$ cat src/rtl/ftq_pkg.sv
// Shared types and defaults for the fetch target queue.
// An entry describes one predicted fetch block. The slot field is sized for
// the widest supported fetch block; narrower configurations zero-extend.
package ftq_pkg;

    localparam int FTQ_DEPTH          = 16;
    localparam int SUPER_SCALAR_WIDTH = 4;
    localparam int FTQ_IDX_W          = $clog2(FTQ_DEPTH);
    localparam int FTQ_SLOT_MAX_W     = 8;

    // Index into the entry array, and pointer with an extra wrap bit so that
    // full and empty can be told apart.
    typedef logic [FTQ_IDX_W-1:0] ftq_idx_t;
    typedef logic [FTQ_IDX_W:0]   ftq_ptr_t;

    typedef struct packed {
        logic [63:0]               pc;
        logic                      taken;
        logic [FTQ_SLOT_MAX_W-1:0] slot;
        logic [63:0]               target;
    } ftq_entry_t;

endpackage

$ cat src/rtl/ftq_mem.sv
// Entry storage for the fetch target queue: one enqueue write port, one
// resolve write port (rewrites the prediction fields of a mispredicted
// entry) and asynchronous read ports for fetch and resolve.
// A resolve write takes priority over an enqueue write to the same slot;
// the surrounding control never produces that collision.
module ftq_mem
    import ftq_pkg::*;
#(
    parameter int DEPTH  = 16,
    parameter int IDX_W  = 4,
    parameter int SLOT_W = 2
) (
    input  logic              clk_in,
    input  logic              enq_we,
    input  logic [IDX_W-1:0]  enq_addr,
    input  ftq_entry_t        enq_data,
    input  logic              rs_we,
    input  logic [IDX_W-1:0]  rs_addr,
    input  logic              rs_taken,
    input  logic [SLOT_W-1:0] rs_slot,
    input  logic [63:0]       rs_target,
    input  logic [IDX_W-1:0]  fetch_addr,
    output logic [63:0]       fetch_pc,
    output logic              fetch_taken,
    output logic [SLOT_W-1:0] fetch_slot,
    output logic [63:0]       rs_pc
);

    ftq_entry_t mem [DEPTH];

    // Write ports; resolve rewrite overrides a same-address enqueue.
    always_ff @(posedge clk_in) begin
        if (enq_we && !(rs_we && (rs_addr == enq_addr))) begin
            mem[enq_addr] <= enq_data;
        end
        if (rs_we) begin
            mem[rs_addr].taken  <= rs_taken;
            mem[rs_addr].slot   <= FTQ_SLOT_MAX_W'(rs_slot);
            mem[rs_addr].target <= rs_target;
        end
    end

    assign fetch_pc    = mem[fetch_addr].pc;
    assign fetch_taken = mem[fetch_addr].taken;
    assign fetch_slot  = mem[fetch_addr].slot[SLOT_W-1:0];
    assign rs_pc       = mem[rs_addr].pc;

endmodule

$ cat src/rtl/fetch_target_queue.sv
// Fetch target queue: decouples the branch predictor from fetch and keeps
// every predicted block until the backend commits it, so a resolved
// mispredict can truncate younger blocks and issue a precise redirect.
//
// Handshakes: a transfer happens on a cycle where valid and ready are both
// high. bp_ready_out depends on occupancy only. In a mispredict cycle the
// bp and fetch transfers are suppressed even when valid/ready are high.
//
// Optional build macro FTQ_BYPASS_EN: when nothing is waiting for fetch, an
// offered predictor block is presented to fetch in the same cycle.
module fetch_target_queue
    import ftq_pkg::*;
#(
    parameter int DEPTH       = FTQ_DEPTH,
    parameter int FETCH_WIDTH = SUPER_SCALAR_WIDTH,
    parameter int INSTR_BYTES = 4,
    parameter int IDX_W       = $clog2(DEPTH),
    parameter int SLOT_W      = $clog2(FETCH_WIDTH)
) (
    input  logic              clk_in,
    input  logic              rst_in,
    input  logic              bp_valid_in,
    output logic              bp_ready_out,
    input  logic [63:0]       bp_pc_in,
    input  logic              bp_taken_in,
    input  logic [SLOT_W-1:0] bp_slot_in,
    input  logic [63:0]       bp_target_in,
    output logic              fetch_valid_out,
    input  logic              fetch_ready_in,
    output logic [63:0]       fetch_pc_out,
    output logic              fetch_taken_out,
    output logic [SLOT_W-1:0] fetch_slot_out,
    output logic [IDX_W-1:0]  fetch_idx_out,
    input  logic              x_resolve_valid_in,
    input  logic [IDX_W-1:0]  x_idx_in,
    input  logic [SLOT_W-1:0] x_slot_in,
    input  logic              x_taken_in,
    input  logic              x_mispredict_in,
    input  logic [63:0]       x_target_in,
    input  logic              commit_valid_in,
    output logic              redirect_valid_out,
    output logic [63:0]       redirect_pc_out,
    output logic              upd_valid_out,
    output logic [63:0]       upd_pc_out,
    output logic              upd_taken_out,
    output logic [IDX_W:0]    count_out
);

    localparam logic [IDX_W:0] PTR_ONE   = (IDX_W+1)'(1);
    localparam logic [IDX_W:0] PTR_DEPTH = (IDX_W+1)'(DEPTH);

    logic [IDX_W:0]   commit_ptr, fetch_ptr, enq_ptr;
    logic [IDX_W:0]   count, fetched_cnt, rewind_ptr;
    logic [IDX_W-1:0] rs_off;
    logic             full, queued, bypass;
    logic             rs_in_range, mispredict;
    logic             enq_fire, fetch_fire, commit_fire;
    ftq_entry_t       enq_entry;
    logic [63:0]      rd_pc, rs_pc;
    logic             rd_taken;
    logic [SLOT_W-1:0] rd_slot;

    assign count        = enq_ptr - commit_ptr;
    assign full         = (count == PTR_DEPTH);
    assign bp_ready_out = !full;
    assign count_out    = count;
    assign queued       = (fetch_ptr != enq_ptr);

    // A resolve is in range when its distance from the oldest entry is
    // smaller than the number of blocks already handed to fetch.
    assign rs_off      = x_idx_in - commit_ptr[IDX_W-1:0];
    assign fetched_cnt = fetch_ptr - commit_ptr;
    assign rs_in_range = x_resolve_valid_in && ({1'b0, rs_off} < fetched_cnt);
    assign mispredict  = rs_in_range && x_mispredict_in;
    // Rebuilding from commit_ptr keeps the wrap bit consistent with it.
    assign rewind_ptr  = commit_ptr + {1'b0, rs_off} + PTR_ONE;

`ifdef FTQ_BYPASS_EN
    assign bypass = !queued && !mispredict && bp_valid_in && bp_ready_out;
`else
    assign bypass = 1'b0;
`endif

    assign fetch_valid_out = queued || bypass;
    assign enq_fire        = bp_valid_in && bp_ready_out && !mispredict;
    assign fetch_fire      = fetch_valid_out && fetch_ready_in && !mispredict;
    assign commit_fire     = commit_valid_in && (commit_ptr != fetch_ptr);

    // Pack the offered predictor block into an entry.
    always_comb begin
        enq_entry        = '0;
        enq_entry.pc     = bp_pc_in;
        enq_entry.taken  = bp_taken_in;
        enq_entry.slot   = FTQ_SLOT_MAX_W'(bp_slot_in);
        enq_entry.target = bp_target_in;
    end

    ftq_mem #(
        .DEPTH  (DEPTH),
        .IDX_W  (IDX_W),
        .SLOT_W (SLOT_W)
    ) u_mem (
        .clk_in      (clk_in),
        .enq_we      (enq_fire),
        .enq_addr    (enq_ptr[IDX_W-1:0]),
        .enq_data    (enq_entry),
        .rs_we       (mispredict),
        .rs_addr     (x_idx_in),
        .rs_taken    (x_taken_in),
        .rs_slot     (x_slot_in),
        .rs_target   (x_target_in),
        .fetch_addr  (fetch_ptr[IDX_W-1:0]),
        .fetch_pc    (rd_pc),
        .fetch_taken (rd_taken),
        .fetch_slot  (rd_slot),
        .rs_pc       (rs_pc)
    );

    // Fetch-side outputs: bypassed predictor block, queued entry, or zeros.
    always_comb begin
        fetch_pc_out    = '0;
        fetch_taken_out = 1'b0;
        fetch_slot_out  = '0;
        fetch_idx_out   = '0;
        if (bypass) begin
            fetch_pc_out    = bp_pc_in;
            fetch_taken_out = bp_taken_in;
            fetch_slot_out  = bp_slot_in;
            fetch_idx_out   = enq_ptr[IDX_W-1:0];
        end else if (queued) begin
            fetch_pc_out    = rd_pc;
            fetch_taken_out = rd_taken;
            fetch_slot_out  = rd_slot;
            fetch_idx_out   = fetch_ptr[IDX_W-1:0];
        end
    end

    // Pointer updates; a mispredict rewinds both producer-side pointers.
    always_ff @(posedge clk_in) begin
        if (rst_in) begin
            commit_ptr <= '0;
            fetch_ptr  <= '0;
            enq_ptr    <= '0;
        end else begin
            if (commit_fire) begin
                commit_ptr <= commit_ptr + PTR_ONE;
            end
            if (mispredict) begin
                enq_ptr   <= rewind_ptr;
                fetch_ptr <= rewind_ptr;
            end else begin
                if (enq_fire) begin
                    enq_ptr <= enq_ptr + PTR_ONE;
                end
                if (fetch_fire) begin
                    fetch_ptr <= fetch_ptr + PTR_ONE;
                end
            end
        end
    end

    // One-cycle training and redirect pulses derived from the resolve port.
    always_ff @(posedge clk_in) begin
        if (rst_in) begin
            upd_valid_out      <= 1'b0;
            upd_pc_out         <= '0;
            upd_taken_out      <= 1'b0;
            redirect_valid_out <= 1'b0;
            redirect_pc_out    <= '0;
        end else begin
            upd_valid_out      <= rs_in_range;
            redirect_valid_out <= mispredict;
            if (rs_in_range) begin
                upd_pc_out    <= rs_pc + 64'(x_slot_in) * 64'(INSTR_BYTES);
                upd_taken_out <= x_taken_in;
            end
            if (mispredict) begin
                redirect_pc_out <= x_taken_in ? x_target_in
                                 : rs_pc + (64'(x_slot_in) + 64'd1) * 64'(INSTR_BYTES);
            end
        end
    end

endmodule

$ cat config.mk
export PLATFORM = sky130hd
export DESIGN_NAME = fetch_target_queue
export DESIGN_NICKNAME = d
export VERILOG_FILES = /design/src/rtl/ftq_pkg.sv /design/src/rtl/ftq_mem.sv /design/src/rtl/fetch_target_queue.sv
export SDC_FILE = /design/constraint.sdc
export NUM_CORES = 2
export LEC_CHECK = 0
export BUFFER_PORTS_ARGS = -buffer_cell sky130_fd_sc_hd__buf_2
export CAP_MARGIN = 20
export CORE_MARGIN = 2
export CORE_UTILIZATION = 35
export CTS_CLUSTER_SIZE = 8
export DETAILED_ROUTE_END_ITERATION = 6
export HOLD_SLACK_MARGIN = 0.15
export SLEW_MARGIN = 0
export SYNTH_ARGS = -nofsm -noshare
export SYNTH_HDL_FRONTEND = slang
export SYNTH_SLANG_ARGS = --single-unit
$ cat constraint.sdc
create_clock -name clk_in -period 12 [get_ports clk_in]
set_input_delay 2.4 -clock clk_in [delete_from_list [all_inputs] [get_ports clk_in]]
set_output_delay 2.4 -clock clk_in [all_outputs]
set_load 0.02 [all_outputs]
==> impl_metrics.yaml <==
yosys:
  syn_nets: 3658
  ys_ff_latch: 1222
  avgSynthCellArea_um2: 17.2
  ys_seq_area_frac: 0.597
  synth_flop_cell: "edfxtp_1"
  synth.distinct_cells: 97
  synth-edff-count: 1072
  synth-async-reset-ratio: 0
  synthCells: 3416
  yosys_warnings: 0
  synth_area_um2: 58900
final_layout:
  finalNetCount: 4027
  num-fill-cells: 15000
  fin_util: 0.405
  area_growth_pct: 14.8
  mostFrequentLayoutCell: "edfxtp_1"
  final_cell_mix: "edfxtp_1, mux4_2, buf_2"
  drive_above_1_share: 0.334
worst_hold_path:
  hp-start: "upd_pc_out[5]$_SDFFE_PP0N_"
  hold_path_class: "reg -> reg"
  hold_depth: 2
  min_to: "upd_pc_out[5]$_SDFFE_PP0N_"
floorplan:
  die_h_um: 414
  die-area_um2: 172000
  top_level_ports: 418
  die_width_um: 414
  initial_core_util: 0.352
  rows: 150
  core_area_um2: 167000
grt:
  grt-ovfl-total: 0
  grt_pass1_wl_um: 265000
  grt_usage: 0.216
  antenna_found_initial: 25
  grt_max_degree: 111
  grt_pass1_vias: 35500
clock_network:
  clk_latency_ns: 0.80
  clk_pin_slew_ns: 0.05
  ctsHoldBuffers: 0
  cts_tree: "built"
  clock_path_buffers: 3
  cts.sink_count: 1222
  cts_buffers: 171
  cts-htree-levels: 4
  cts_setup_buffers: 0
  cts-root-buf: "clkbuf_16"
  cts_resized: 0
sta:
  rsz0062_at_grt: "false"
  worst_pin_slew_ns: 1.19
  hold_violations: 0
  period_share: 0.695
  finClkSkew_ns: 0.0332
  clock.fmax_ghz: 0.120
  finalSetupTns_ns: 0
  slew_headroom: 0.207
  min_period_ns: 8.35
  setup_viol_count_final: 0
  slew_violations: 0
setup_path:
  worstPathRequired_ns: 12.39
  cp_top_family: "buffers and inverters"
  path_max_fanout: 66
  crit_chain: "buf_6 > inv_1 > buf_4 > fa_1 > inv_1 > ha_1 > o21a_1 > o21ai_0 > nand2b_1 > a21oi_1 > o21a_4 > and2_2 > buf_4 > a21oi_1 > buf_4 > nor2_4 > buf_4"
  regToRegSetupSlack_ns: 5.52
  cp_data_arrival_time_ns: 8.74
  critPathLaunchType: "primary input"
  crit_path_frequent_cell: "buf_4"
  r2r_start: "commit_ptr[1]$_SDFFE_PP0P_"
  cpMaxStageDelayCell: "buf_4"
  timing.rr.end: "u_mem.mem[12][80]$_DFFE_PP_"
  critical_path_class: "in -> reg"
  critPathBufInv: 7
  reg2reg_depth: 15
  cp-end-kind: "flip-flop"
  cpPeakStageDelay_ns: 0.94
detailed_routing:
  viasPerCell: 5.87
  first_iter_violations: 3845
  ant_nets: 0
  vias: 35600
  drt-total-wl_um: 188000
  drtPass1Iterations: 6
  wl_per_cell_um: 30.9
  drc: 0
power:
  clkPwrFrac: 0.274
  p_sw_frac: 0.361
  pwr_density_cell_nw_per_um2: 238
  p_comb_frac: 0.359
  p_leak_uw: 0.0222
  ir_worst_vdd_uv: 186
  internal-power_uw: 10300
  total_power_uw: 16100
  p_sw_uw: 5800
  seqPwrFrac: 0.367
run:
  maxCapViolations: 0
place:
  dpl.hpwl_um: 118000
  gp_congestion: 0.898
  place.port_buffers: 353
run_status:
  status: "completed"
## cell families after synthesis
kind of cell	count (synthesis)	synth area share
AO/OA/AOI/OAI	388	0.0449
XOR/XNOR	141	0.0210
adder cells (fa/ha/maj)	33	0.00777
buffers and inverters	280	0.0274
flip-flops	1222	0.597
multiplexers	655	0.237
AND/OR/NAND/NOR	697	0.0650
## power groups by stage
stage	Clock [µW]	Sequential, µW	Combinational [µW]
global placement	0	5950	5790
detailed placement	0	5970	5810
global route	4630	5940	6180
floorplan	0	5950	3600
finish	4410	5900	5780
CTS	4460	5890	5840
## how the worst max path moves through the flow
stage	startpoint	depth (start not counted)	slack (ns)	end
4_1_cts	x_idx_in[1]	16	3.60	u_mem.mem[12][80]$_DFFE_PP_
5_1_grt	x_idx_in[1]	17	3.34	u_mem.mem[12][79]$_DFFE_PP_
6_report	x_idx_in[1]	17	3.65	u_mem.mem[12][80]$_DFFE_PP_
2_1_floorplan	x_idx_in[0]	20	3.01	u_mem.mem[4][100]$_DFFE_PP_
3_5_place_dp	x_idx_in[1]	16	2.73	u_mem.mem[12][79]$_DFFE_PP_
3_3_place_gp	x_idx_in[1]	16	2.72	u_mem.mem[12][79]$_DFFE_PP_
## worst register-to-register path: stages, from the launching register on
cell,delay (ns)
dfxtp_1,0.54
inv_1,0.28
fa_1,0.59
inv_1,0.05
ha_1,0.27
o21a_1,0.10
o21ai_0,0.17
nand2b_1,0.08
a21oi_1,0.28
o21a_4,0.21
and2_2,0.46
buf_4,0.60
a21oi_1,0.30
buf_4,0.27
nor2_4,0.85
buf_4,0.94
## routing by layer
layer,vias up,GRT usage,part of all wire
met5,-,0,0.00087
met4,28,0.0856,0.040
met2,1747,0.343,0.47
li1,14700,-,-
met3,329,0.0541,0.090
met1,18700,0.284,0.39
## cell usage after synthesis, drive strengths merged (31+ instances only)
cell    number  area share
nor2b       85      0.0090
nor2       105      0.0068
nand2      185       0.012
o21ai       77      0.0068
nand4       35      0.0042
nand3       57      0.0052
and2        80      0.0085
mux2i       67       0.011
dfxtp      150       0.051
mux4       582        0.22
nor3        49      0.0046
xnor2       85       0.013
a211oi      31      0.0045
and3        37      0.0040
clkbuf     140      0.0096
xor2        56      0.0083
buf        105       0.015
inv         32      0.0021
a22oi       41      0.0057
a21oi      113      0.0096
edfxtp    1072        0.55
## area by class of cell
class                   count  area, µm²  share of cell area
diodes                      8       20.0            0.000296
repair buffers            443       2520              0.0373
flip-flops and latches   1222      35200               0.520
clock buffers             227       4540              0.0671
clock inverters            14        214             0.00316
inverters                  33        126             0.00187
multi-input cells        1914      22300               0.329
well taps                2204       2760              0.0408
## metrics by stage
step | hold slack, ns | instances | setup slack [ns] | instance area (µm²)
floorplan | 0.522 | 3416 | 3.01 | 58900
global placement | 0.440 | 5811 | 2.72 | 62800
detailed placement | 0.443 | 5812 | 2.73 | 62800
CTS | 0.448 | 6053 | 3.60 | 67600
global route | 0.467 | 6059 | 3.34 | 67600
finish | 0.449 | 6065 | 3.65 | 67600
## registers in the layout, summed over array words and instances (netlist names), named ones only
name and flops:
enq_ptr 5, upd_taken_out 1, redirect_valid_out 1, redirect_pc_out 64
commit_ptr 5, upd_valid_out 1, fetch_ptr 5, upd_pc_out 64
u_mem.mem 1072
Power figures use the tool's default switching activity.
